`src/rtl/vector_result_serializer.sv`:
```
// rtl/vector_result_serializer.sv - snapshots Q lanes of acc/ai results and streams them as 2Q words
// Optional drop counter built only when RESULT_SERIALIZER_DROP_CNT_EN is defined.
module vector_result_serializer #(
  parameter int Q     = 4,
  parameter int IDX_W = $clog2(2*Q)
) (
  input  logic                clk,
  input  logic                rst,
  input  logic                capture,
  input  logic [Q-1:0][31:0]  acc_in,
  input  logic [Q-1:0][31:0]  ai_in,
  output logic [31:0]         m_data,
  output logic                m_valid,
  input  logic                m_ready,
  output logic [IDX_W-1:0]    m_idx,
  output logic                m_last,
  output logic                busy,
  output logic [15:0]         drop_cnt
);

  localparam logic [1:0] IDLE     = 2'd0;
  localparam logic [1:0] SEND_ACC = 2'd1;
  localparam logic [1:0] SEND_AI  = 2'd2;

  localparam logic [IDX_W-1:0] ACC_END   = IDX_W'(Q - 1);
  localparam logic [IDX_W-1:0] FRAME_END = IDX_W'(2*Q - 1);

  logic [1:0]              state_q, state_d;
  logic [IDX_W-1:0]        idx_q, idx_d;
  logic [2*Q-1:0][31:0]    frame_q, frame_d;
  logic                    accept;
  logic                    last_accept;
  logic                    take;

  // A capture landing on the final handshake starts the next frame with no idle gap.
  always_comb begin
    accept      = (state_q != IDLE) && m_ready;
    last_accept = accept && (state_q == SEND_AI) && (idx_q == FRAME_END);
    take        = capture && ((state_q == IDLE) || last_accept);
    state_d     = state_q;
    idx_d       = idx_q;
    frame_d     = frame_q;
    if (accept) begin
      idx_d = idx_q + IDX_W'(1);
      if ((state_q == SEND_ACC) && (idx_q == ACC_END)) begin
        state_d = SEND_AI;
      end
      if (last_accept) begin
        state_d = IDLE;
        idx_d   = '0;
      end
    end
    if (take) begin
      state_d = SEND_ACC;
      idx_d   = '0;
      for (int i = 0; i < Q; i++) begin
        frame_d[i]     = acc_in[i];
        frame_d[Q + i] = ai_in[i];
      end
    end
  end

  always_ff @(posedge clk) begin
    if (rst) begin
      state_q <= IDLE;
      idx_q   <= '0;
      frame_q <= '0;
    end else begin
      state_q <= state_d;
      idx_q   <= idx_d;
      frame_q <= frame_d;
    end
  end

  assign busy    = (state_q != IDLE);
  assign m_valid = busy;
  assign m_idx   = idx_q;
  assign m_data  = busy ? frame_q[idx_q] : 32'd0;
  assign m_last  = (state_q == SEND_AI) && (idx_q == FRAME_END);

`ifdef RESULT_SERIALIZER_DROP_CNT_EN
  logic [15:0] drop_q, drop_d;

  always_comb begin
    drop_d = drop_q;
    if (capture && busy && !last_accept && (drop_q != 16'hFFFF)) begin
      drop_d = drop_q + 16'd1;
    end
  end

  always_ff @(posedge clk) begin
    if (rst) begin
      drop_q <= '0;
    end else begin
      drop_q <= drop_d;
    end
  end

  assign drop_cnt = drop_q;
`else
  assign drop_cnt = 16'd0;
`endif

endmodule

```
`config.mk`:
```
export PLATFORM = sky130hd
export DESIGN_NAME = vector_result_serializer
export DESIGN_NICKNAME = d
export VERILOG_FILES = /design/src/rtl/vector_result_serializer.sv
export SDC_FILE = /design/constraint.sdc
export NUM_CORES = 1
export LEC_CHECK = 0
export BUFFER_PORTS_ARGS = -buffer_cell sky130_fd_sc_hd__buf_2
export CAP_MARGIN = 20
export CORE_MARGIN = 2
export CORE_UTILIZATION = 30
export CTS_CLUSTER_SIZE = 12
export DETAILED_ROUTE_END_ITERATION = 8
export SLEW_MARGIN = 20
export SYNTH_ARGS = -nofsm -noshare
export SYNTH_HDL_FRONTEND = slang
export SYNTH_SLANG_ARGS = --single-unit
```
`constraint.sdc`:
```
create_clock -name clk -period 1.86 [get_ports clk]
set_input_delay 0.372 -clock clk [delete_from_list [all_inputs] [get_ports clk]]
set_output_delay 0.372 -clock clk [all_outputs]
set_load 0.005 [all_outputs]
```
==> flow_summary.toml, run 1 <==
[worst_setup_path]
worstPathMaxFanout = 7
worstSetupStartpointType = "flip-flop"
cp_slowest_cell = "nor3_1"
end_kind = "output port"
worstPathArrival_ns = 2.39
crit_type = "reg -> out"
crit_chain = "buf_12 > buf_16 > buf_12 > mux2i_2 > nor3_1 > or3_1 > buf_2"
cp.required_ns = 1.49
max_stage_delay_ns = 0.47
crit_top_cell = "buf_12"

[synth]
syn_avg_cell_area_um2 = 9.69
ys_warn_count = 0
async_flop_share = 0
ys_seq_area_frac = 0.369
synth_cell_types = 31
synth_ff_type = "dfxtp_1"
synth_cells = 1460
ys_ff_latch = 261
synth_edf_count = 0
syn-cell-area_mm2 = 0.0141

[floorplanning]
dieArea_mm2 = 0.0489
boundaryPins = 314
die_h_um = 221
fp-row-count = 79
die_x_um = 221
start_util = 0.304
core_mm2 = 0.0466

[timing]
slew_viol_final = 0
fin_ws_ns = -0.904
hold_violations = 0
finClkSkew_ns = 0.0113
tightest_slew_ns = 0.604
fmax_ghz = 0.362
rsz0062_at_grt = "true"
relSlewSlack = 0.594
setup_viol = 294
min_period_ns = 2.76
period_share = 1.49

[routing]
drt-initial-drc-count = 519
wl_per_cell_um = 21.0
dr_total_vias = 11600
remaining_drc_errors = 0
final_antenna_net_count = 0
drt_wl_total_um = 52200
firstDrtPassIters = 4
vias_per_cell = 4.67

[placed_design]
gp_congestion = 0.801
place_area_mm2 = 0.0169
dp_hpwl_um = 35400
dpl.cell_count = 2344
portBuffers = 297

[global_routing]
antenna_found_initial = 5
overflow = 0
grt_pass1_wl_um = 76700
track_usage = 0.207
grt_pass1_vias = 12200
grt_max_degree = 106

[clocking]
cts_inserted_buffers = 31
insertion_delay_ns = 0.58
cts_buffer_depth = 3
cts_root_buf = "clkbuf_16"
clock-sinks = 261
cts_tree = "yes"
clkSlewWorstSetupHoldPaths_ns = 0.06
ctsHtreeMaxLevel = 1

[final_layout]
layout.cells.non_filler = 2487
regArea_mm2 = 0.00523
nets = 2118
layout_common_cells = "nand2b_1, mux2i_1, buf_2, dfxtp_1, buf_4"
stdcell_area_mm2 = 0.0211
drive_gt1_frac = 0.370
area_growth_pct = 49.2
final_common_cell = "nand2b_1"
nFillCells = 4324
final_core_util = 0.453
multi_input_area_mm2 = 0.00939

[run_status]
failed_checks = "negative setup slack"
status = "complete, but fails checks"

[pwr]
ir_drop_uv = 594
p_leak_nw = 8.25
power.density_mw_per_mm2 = 732

[worst_hold_path]
hp-class = "in -> reg"

[flow_run]
drv_cap = 0
-- cell type report --
type,instances,area share
Antenna cell,4,0.000474
Clock inverter,12,0.00824
Clock buffer,42,0.0416
Multi-Input combinational cell,1070,0.445
Sequential cell,261,0.248
Timing Repair Buffer,490,0.221
Inverter,1,0.000178
Tap cell,607,0.0360
-- stage by stage --
step	setup WS [ns]	TNS, ns	power, mW	hold WS, ns
finish	-0.904	-152.47	15.4	0.0474
global route	-0.967	-178.49	16.0	0.0426
CTS	-0.931	-136.37	15.6	0.0194
detailed placement	-0.440	-83.37	8.37	0.461
global placement	-0.439	-69.92	8.33	0.455
floorplan	-0.0257	-0.793	7.53	0.448
-- path summary, 6_finish.rpt --
path | end | from | slack (ns) | cells after the start
hold reg to reg | frame_q[157] | frame_q[157] | 0.47 | 2
setup reg to reg | frame_q[186] | m_idx[1] | -0.62 | 15
setup / recovery | m_data[25] | m_idx[1] | -0.90 | 7
hold / removal | frame_q[18] | acc_in[18] | 0.05 | 3
-- cell families after synthesis --
family	Yosys count	share of synthesized area
multiplexers	384	0.272
AND/OR/NAND/NOR	620	0.268
adder cells (fa/ha/maj)	3	0.00265
buffers and inverters	144	0.0599
AO/OA/AOI/OAI	47	0.0285
other	1	0.000265
flip-flops	261	0.369
-- cells in the mapped netlist (2+ instances only) --
cell type | count | area share
a211oi_1 | 3 | 0.0016
buf_2 | 29 | 0.010
buf_4 | 26 | 0.014
buf_6 | 20 | 0.016
buf_8 | 2 | 0.0021
clkbuf_1 | 65 | 0.017
dfxtp_1 | 261 | 0.37
ha_1 | 3 | 0.0027
mux2i_1 | 384 | 0.27
nand2_1 | 5 | 0.0013
nand2b_1 | 512 | 0.23
nor2_1 | 2 | 0.00053
nor2b_1 | 3 | 0.0013
nor3_1 | 64 | 0.023
o21ai_0 | 3 | 0.0011
o32ai_1 | 32 | 0.020
or3_1 | 32 | 0.014
-- worst max-delay path, delay by kind of cell (launching register included) --
kind                   cells  cell delay [ns]
buffers and inverters      4             0.60
muxes                      1             0.15
DFF                        1             0.37
and+or+nand+nor            2             0.68
-- per-layer routing --
metal | GRT usage | vias up | share of wire
met1 | 0.275 | 5554 | 0.46
li1 | - | 5718 | -
met2 | 0.347 | 264 | 0.47
met4 | 0.0543 | 0 | 0.025
met5 | 0 | - | 0
met3 | 0.0364 | 68 | 0.042
-- power breakdown --
part | internal [mW] | leakage [nW] | switching (mW)
clock network | 3.83 | 0.504 | 2.51
logic | 1.59 | 5.60 | 1.21
registers | 5.98 | 2.15 | 0.325
-- flip-flops by register name, summed over array words and instances (netlist names) --
register	cells
m_idx	3
frame_q	256
state_q	2
-- what timing repair did --
item,in CTS,in global routing
buffers inserted,50,20
pin swaps,21,17
gates cloned,41,6
hold buffers,0,0
gates resized for setup,271,131
setup endpoints to repair,292,297
Power figures use the tool's default switching activity.
==> inputs of run 2 (changes only) <==
--- a/config.mk
+++ b/config.mk
@@ -7,10 +7,12 @@
 export LEC_CHECK = 0
 export BUFFER_PORTS_ARGS = -buffer_cell sky130_fd_sc_hd__buf_2
 export CAP_MARGIN = 20
+export CORE_ASPECT_RATIO = 0.6
 export CORE_MARGIN = 2
 export CORE_UTILIZATION = 30
 export CTS_CLUSTER_SIZE = 12
 export DETAILED_ROUTE_END_ITERATION = 8
+export SKIP_CTS_REPAIR_TIMING = 1
 export SLEW_MARGIN = 20
 export SYNTH_ARGS = -nofsm -noshare
 export SYNTH_HDL_FRONTEND = slang
==> run 2 against run 1 <==
Against the previous run:
- non-clock buffer count down 28
- flip-flop and latch count unchanged
- the flow still finishes with violations (negative setup slack)
- register-to-register slack better by 0.20 ns
- sequential share of layout area up 2.7 points
- critical path type unchanged
- die area up 0.11%
- clock skew up 0.0059 ns
- core utilization down 4.2 points
- critical path depth unchanged
==> flow_summary.toml, run 2 (synthesis results as in run 1) <==
[placed_design]
dp_hpwl_um = 35900
portBuffers = 297
place_area_mm2 = 0.0171
dpl.cell_count = 2399
gp_congestion = 0.870
dpl_worst_slack_ns = -0.422

[clocking]
clkSlewWorstSetupHoldPaths_ns = 0.06
insertion_delay_ns = 0.58
clock-sinks = 261
cts_inserted_buffers = 29
cts_tree = "yes"
cts_buffer_depth = 3
cts_root_buf = "clkbuf_16"
ctsHtreeMaxLevel = 1

[floorplanning]
boundaryPins = 314
die_h_um = 172
die_x_um = 284
core_mm2 = 0.0464
dieArea_mm2 = 0.0490
fp-row-count = 61
start_util = 0.305

[final_layout]
nFillCells = 4644
regArea_mm2 = 0.00523
final_common_cell = "nand2b_1"
area_growth_pct = 34.8
nets = 2088
multi_input_area_mm2 = 0.00862
drive_gt1_frac = 0.318
top_register = "frame_q"
largest_reg_flops = 256
stdcell_area_mm2 = 0.0191
layout.cells.non_filler = 2478
layout_common_cells = "nand2b_1, mux2i_1, buf_2, dfxtp_1, buf_4"

[global_routing]
overflow = 0
grt_pass1_wl_um = 66700
track_usage = 0.180
antenna_found_initial = 6
grt_pass1_vias = 11000
grt_max_degree = 83

[routing]
drt-initial-drc-count = 641
vias_per_cell = 4.54
wl_per_cell_um = 19.2
firstDrtPassIters = 4
drt_wl_total_um = 47600
remaining_drc_errors = 0
final_antenna_net_count = 0
dr_total_vias = 11200

[timing]
period_share = 1.49
min_period_ns = 2.78
setup_viol = 296
rsz0062_at_grt = "true"
fin_ws_ns = -0.916
fmax_ghz = 0.360
tightest_slew_ns = 0.647
slew_viol_final = 0
finClkSkew_ns = 0.0172
relSlewSlack = 0.567
hold_violations = 0

[worst_hold_path]
hp-class = "in -> reg"

[worst_setup_path]
crit_type = "reg -> out"
crit_chain = "buf_12 > buf_16 > mux2i_2 > buf_4 > nor3_1 > or3_1 > buf_2"
worstPathMaxFanout = 11
cpLargestDelayFamily = "buffers and inverters"
path_buf_inv = 4
worstPathArrival_ns = 2.40
end_kind = "output port"
cp.required_ns = 1.49
max_stage_delay_ns = 0.43
worstSetupStartpointType = "flip-flop"
cp_slowest_cell = "dfxtp_4"
r2r_setup_slack_ns = -0.42

[flow_run]
drv_cap = 0

[pwr]
p_leak_nw = 7.66
ir_drop_uv = 575
power.density_mw_per_mm2 = 751
power.total_mw = 14.3

[run_status]
failed_checks = "negative setup slack"
status = "complete, but fails checks"
==> run 2: routing by layer <==
layer,up-vias,track usage,wire [µm]
met5,-,0,22
met4,4,0.0458,1270
met3,73,0.0384,2400
met2,247,0.291,21400
met1,5284,0.245,22500
li1,5634,-,-
==> run 2: final timing paths <==
| path | start | endpoint | cells after the start |
|---|---|---|---|
| worst max-delay path | m_idx[1] | m_data[2] | 7 |
| worst min-delay path | acc_in[30] | frame_q[30] | 3 |
| worst max register to register | m_idx[1] | frame_q[226] | 9 |
| worst min register to register | frame_q[169] | frame_q[169] | 2 |
==> run 2: tightest hold or removal path: cells and delay by family <==
family	cells	cell delay (ns)
multiplexers	1	0.06
AND/OR/NAND/NOR	1	0.05
buffers and inverters	1	0.10
==> run 2: report_power, final <==
part | switching (mW) | internal (mW) | total [mW] | leakage [nW]
clock network | 2.47 | 3.28 | 5.75 | 0.451
registers | 0.269 | 5.98 | 6.25 | 2.15
logic | 1.07 | 1.25 | 2.31 | 5.06
==> run 2: cell type report <==
type,instances,area share
clock inverter,8,0.00407
sequential,261,0.274
clock buffer,43,0.0445
inverter,1,0.000197
timing repair buffer,462,0.183
antenna,3,0.000394
tap,630,0.0413
multi-input combinational,1070,0.452
==> run 2: per-stage QoR <==
stage,TNS (ns),hold WS [ns],utilization
after floorplan,-0.793,0.448,-
after global placement,-57.46,0.457,0.369
after detailed placement,-66.58,0.461,0.369
after CTS,-94.29,0.0258,0.389
after global routing,-120.57,0.0398,0.411
final,-104.01,0.0527,0.411
==> inputs of run 3 (changes only) <==
--- a/config.mk
+++ b/config.mk
@@ -9,9 +9,11 @@
 export CAP_MARGIN = 20
 export CORE_ASPECT_RATIO = 0.6
 export CORE_MARGIN = 2
-export CORE_UTILIZATION = 30
+export CORE_UTILIZATION = 50
 export CTS_CLUSTER_SIZE = 12
 export DETAILED_ROUTE_END_ITERATION = 8
+export PLACE_DENSITY = 0.77
+export SETUP_SLACK_MARGIN = 0.02
 export SKIP_CTS_REPAIR_TIMING = 1
 export SLEW_MARGIN = 20
 export SYNTH_ARGS = -nofsm -noshare
==> run 3 against run 2 <==
Against the previous run:
- the flow still finishes with violations (negative setup slack)
- critical path depth rose by 1
- total power fell by 2.5%
- clock skew fell by 0.0077 ns
- first-iteration DRC count rose by 54%
- via count rose by 5.8%
- setup slack improved by 0.064 ns
- flip-flop and latch count did not move
- routed wire length fell by 2.9%
- die area fell by 39%
- critical endpoint is now m_data[28]
==> flow_summary.toml, run 3 (synthesis results as in run 1) <==
[global_routing]
track_usage = 0.274
antenna_found_initial = 4
grt_pass1_wl_um = 63900
grt_pass1_vias = 11300
grt_max_degree = 88
overflow = 0

[floorplanning]
boundaryPins = 314
dieArea_mm2 = 0.0297
fp-row-count = 47
core_mm2 = 0.0277
die_x_um = 221
start_util = 0.511
die_h_um = 134

[worst_setup_path]
worstSetupStartpointType = "flip-flop"
worstPathArrival_ns = 2.34
worstPathMaxFanout = 8
end_kind = "output port"
crit_type = "reg -> out"
cp.required_ns = 1.49

[clocking]
ctsHtreeMaxLevel = 1
cts_buffer_depth = 3
cts_inserted_buffers = 27
cts_tree = "yes"
clkSlewWorstSetupHoldPaths_ns = 0.07
clock-sinks = 261
insertion_delay_ns = 0.54
cts_root_buf = "clkbuf_16"

[routing]
remaining_drc_errors = 0
vias_per_cell = 5.38
firstDrtPassIters = 5
drt-initial-drc-count = 989
drt_wl_total_um = 46300
final_antenna_net_count = 0
wl_per_cell_um = 20.9
dr_total_vias = 11900

[final_layout]
nets = 2090
area_growth_pct = 33.4
top_register = "frame_q"
final_common_cell = "nand2b_1"
layout_common_cells = "nand2b_1, mux2i_1, buf_2, dfxtp_1, buf_4"
drive_gt1_frac = 0.302
largest_reg_flops = 256

[pwr]
p_leak_nw = 7.73
power.total_mw = 14.0
ir_drop_uv = 580
power.density_mw_per_mm2 = 739

[timing]
slew_viol_final = 0
setup_viol = 297
setup_tns_ns = -128.82
relSlewSlack = 0.659
fmax_ghz = 0.369
tightest_slew_ns = 0.509
fin_ws_ns = -0.852
rsz0062_at_grt = "true"
period_share = 1.46
min_period_ns = 2.71
hold_violations = 0
finClkSkew_ns = 0.00956

[placed_design]
dp_hpwl_um = 31600
gp_congestion = 0.918
portBuffers = 297

[worst_hold_path]
hp-class = "in -> reg"

[flow_run]
drv_cap = 0

[run_status]
failed_checks = "negative setup slack"
status = "complete, but fails checks"
==> run 3: worst paths after layout <==
check | slack, ns | endpoint | startpoint | cells past startpoint
worst max-delay path | -0.85 | m_data[28] | m_idx[1] | 8
worst min-delay path | 0.08 | frame_q[114] | acc_in[114] | 3
worst max register to register | -0.54 | frame_q[142] | m_idx[1] | 12
worst min register to register | 0.47 | frame_q[229] | frame_q[229] | 2
==> run 3: per-stage QoR <==
stage	hold WS [ns]	worst slack, ns	std cells	area [µm²]	utilization
2_1_floorplan	0.448	0.0128	1475	14200	-
3_3_place_gp	0.457	-0.352	2120	16700	0.602
3_5_place_dp	0.462	-0.342	2120	16700	0.602
4_1_cts	0.0706	-0.934	2162	17500	0.631
5_1_grt	0.0800	-0.891	2207	18900	0.681
6_report	0.0834	-0.852	2209	18900	0.681
==> run 3: power by group <==
part | leakage [nW] | switching, mW | internal, mW | total, mW
sequential | 2.15 | 0.268 | 5.98 | 6.25
combinational | 5.17 | 1.10 | 1.38 | 2.49
clock | 0.404 | 2.27 | 2.94 | 5.22
total | 7.73 | 3.64 | 10.3 | 14.0
==> run 3: routing by layer <==
layer / part of all wire / GRT usage / vias up
met5: 0.00065 / 0 / -
met4: 0.020 / 0.0634 / 4
met3: 0.079 / 0.0637 / 67
met2: 0.44 / 0.425 / 446
met1: 0.46 / 0.387 / 5719
li1: - / - / 5653
==> run 3: final cells by class <==
cell class / count / area (µm²)
inverters: 1 / 3.75
flip-flops and latches: 261 / 5230
well taps: 367 / 459
clock buffers: 40 / 805
fillers: 2115 / 8830
clock inverters: 2 / 10.0
repair buffers: 466 / 3880
multi-input cells: 1070 / 8470
diodes: 2 / 5.00
==> run 3: worst max-delay path: stages (launching register included) <==
cell	delay [ns]
dfxtp_4	0.39
buf_12	0.13
buf_12	0.15
buf_4	0.13
mux2i_1	0.23
buf_4	0.17
o32ai_1	0.09
or3_1	0.34
buf_2	0.14
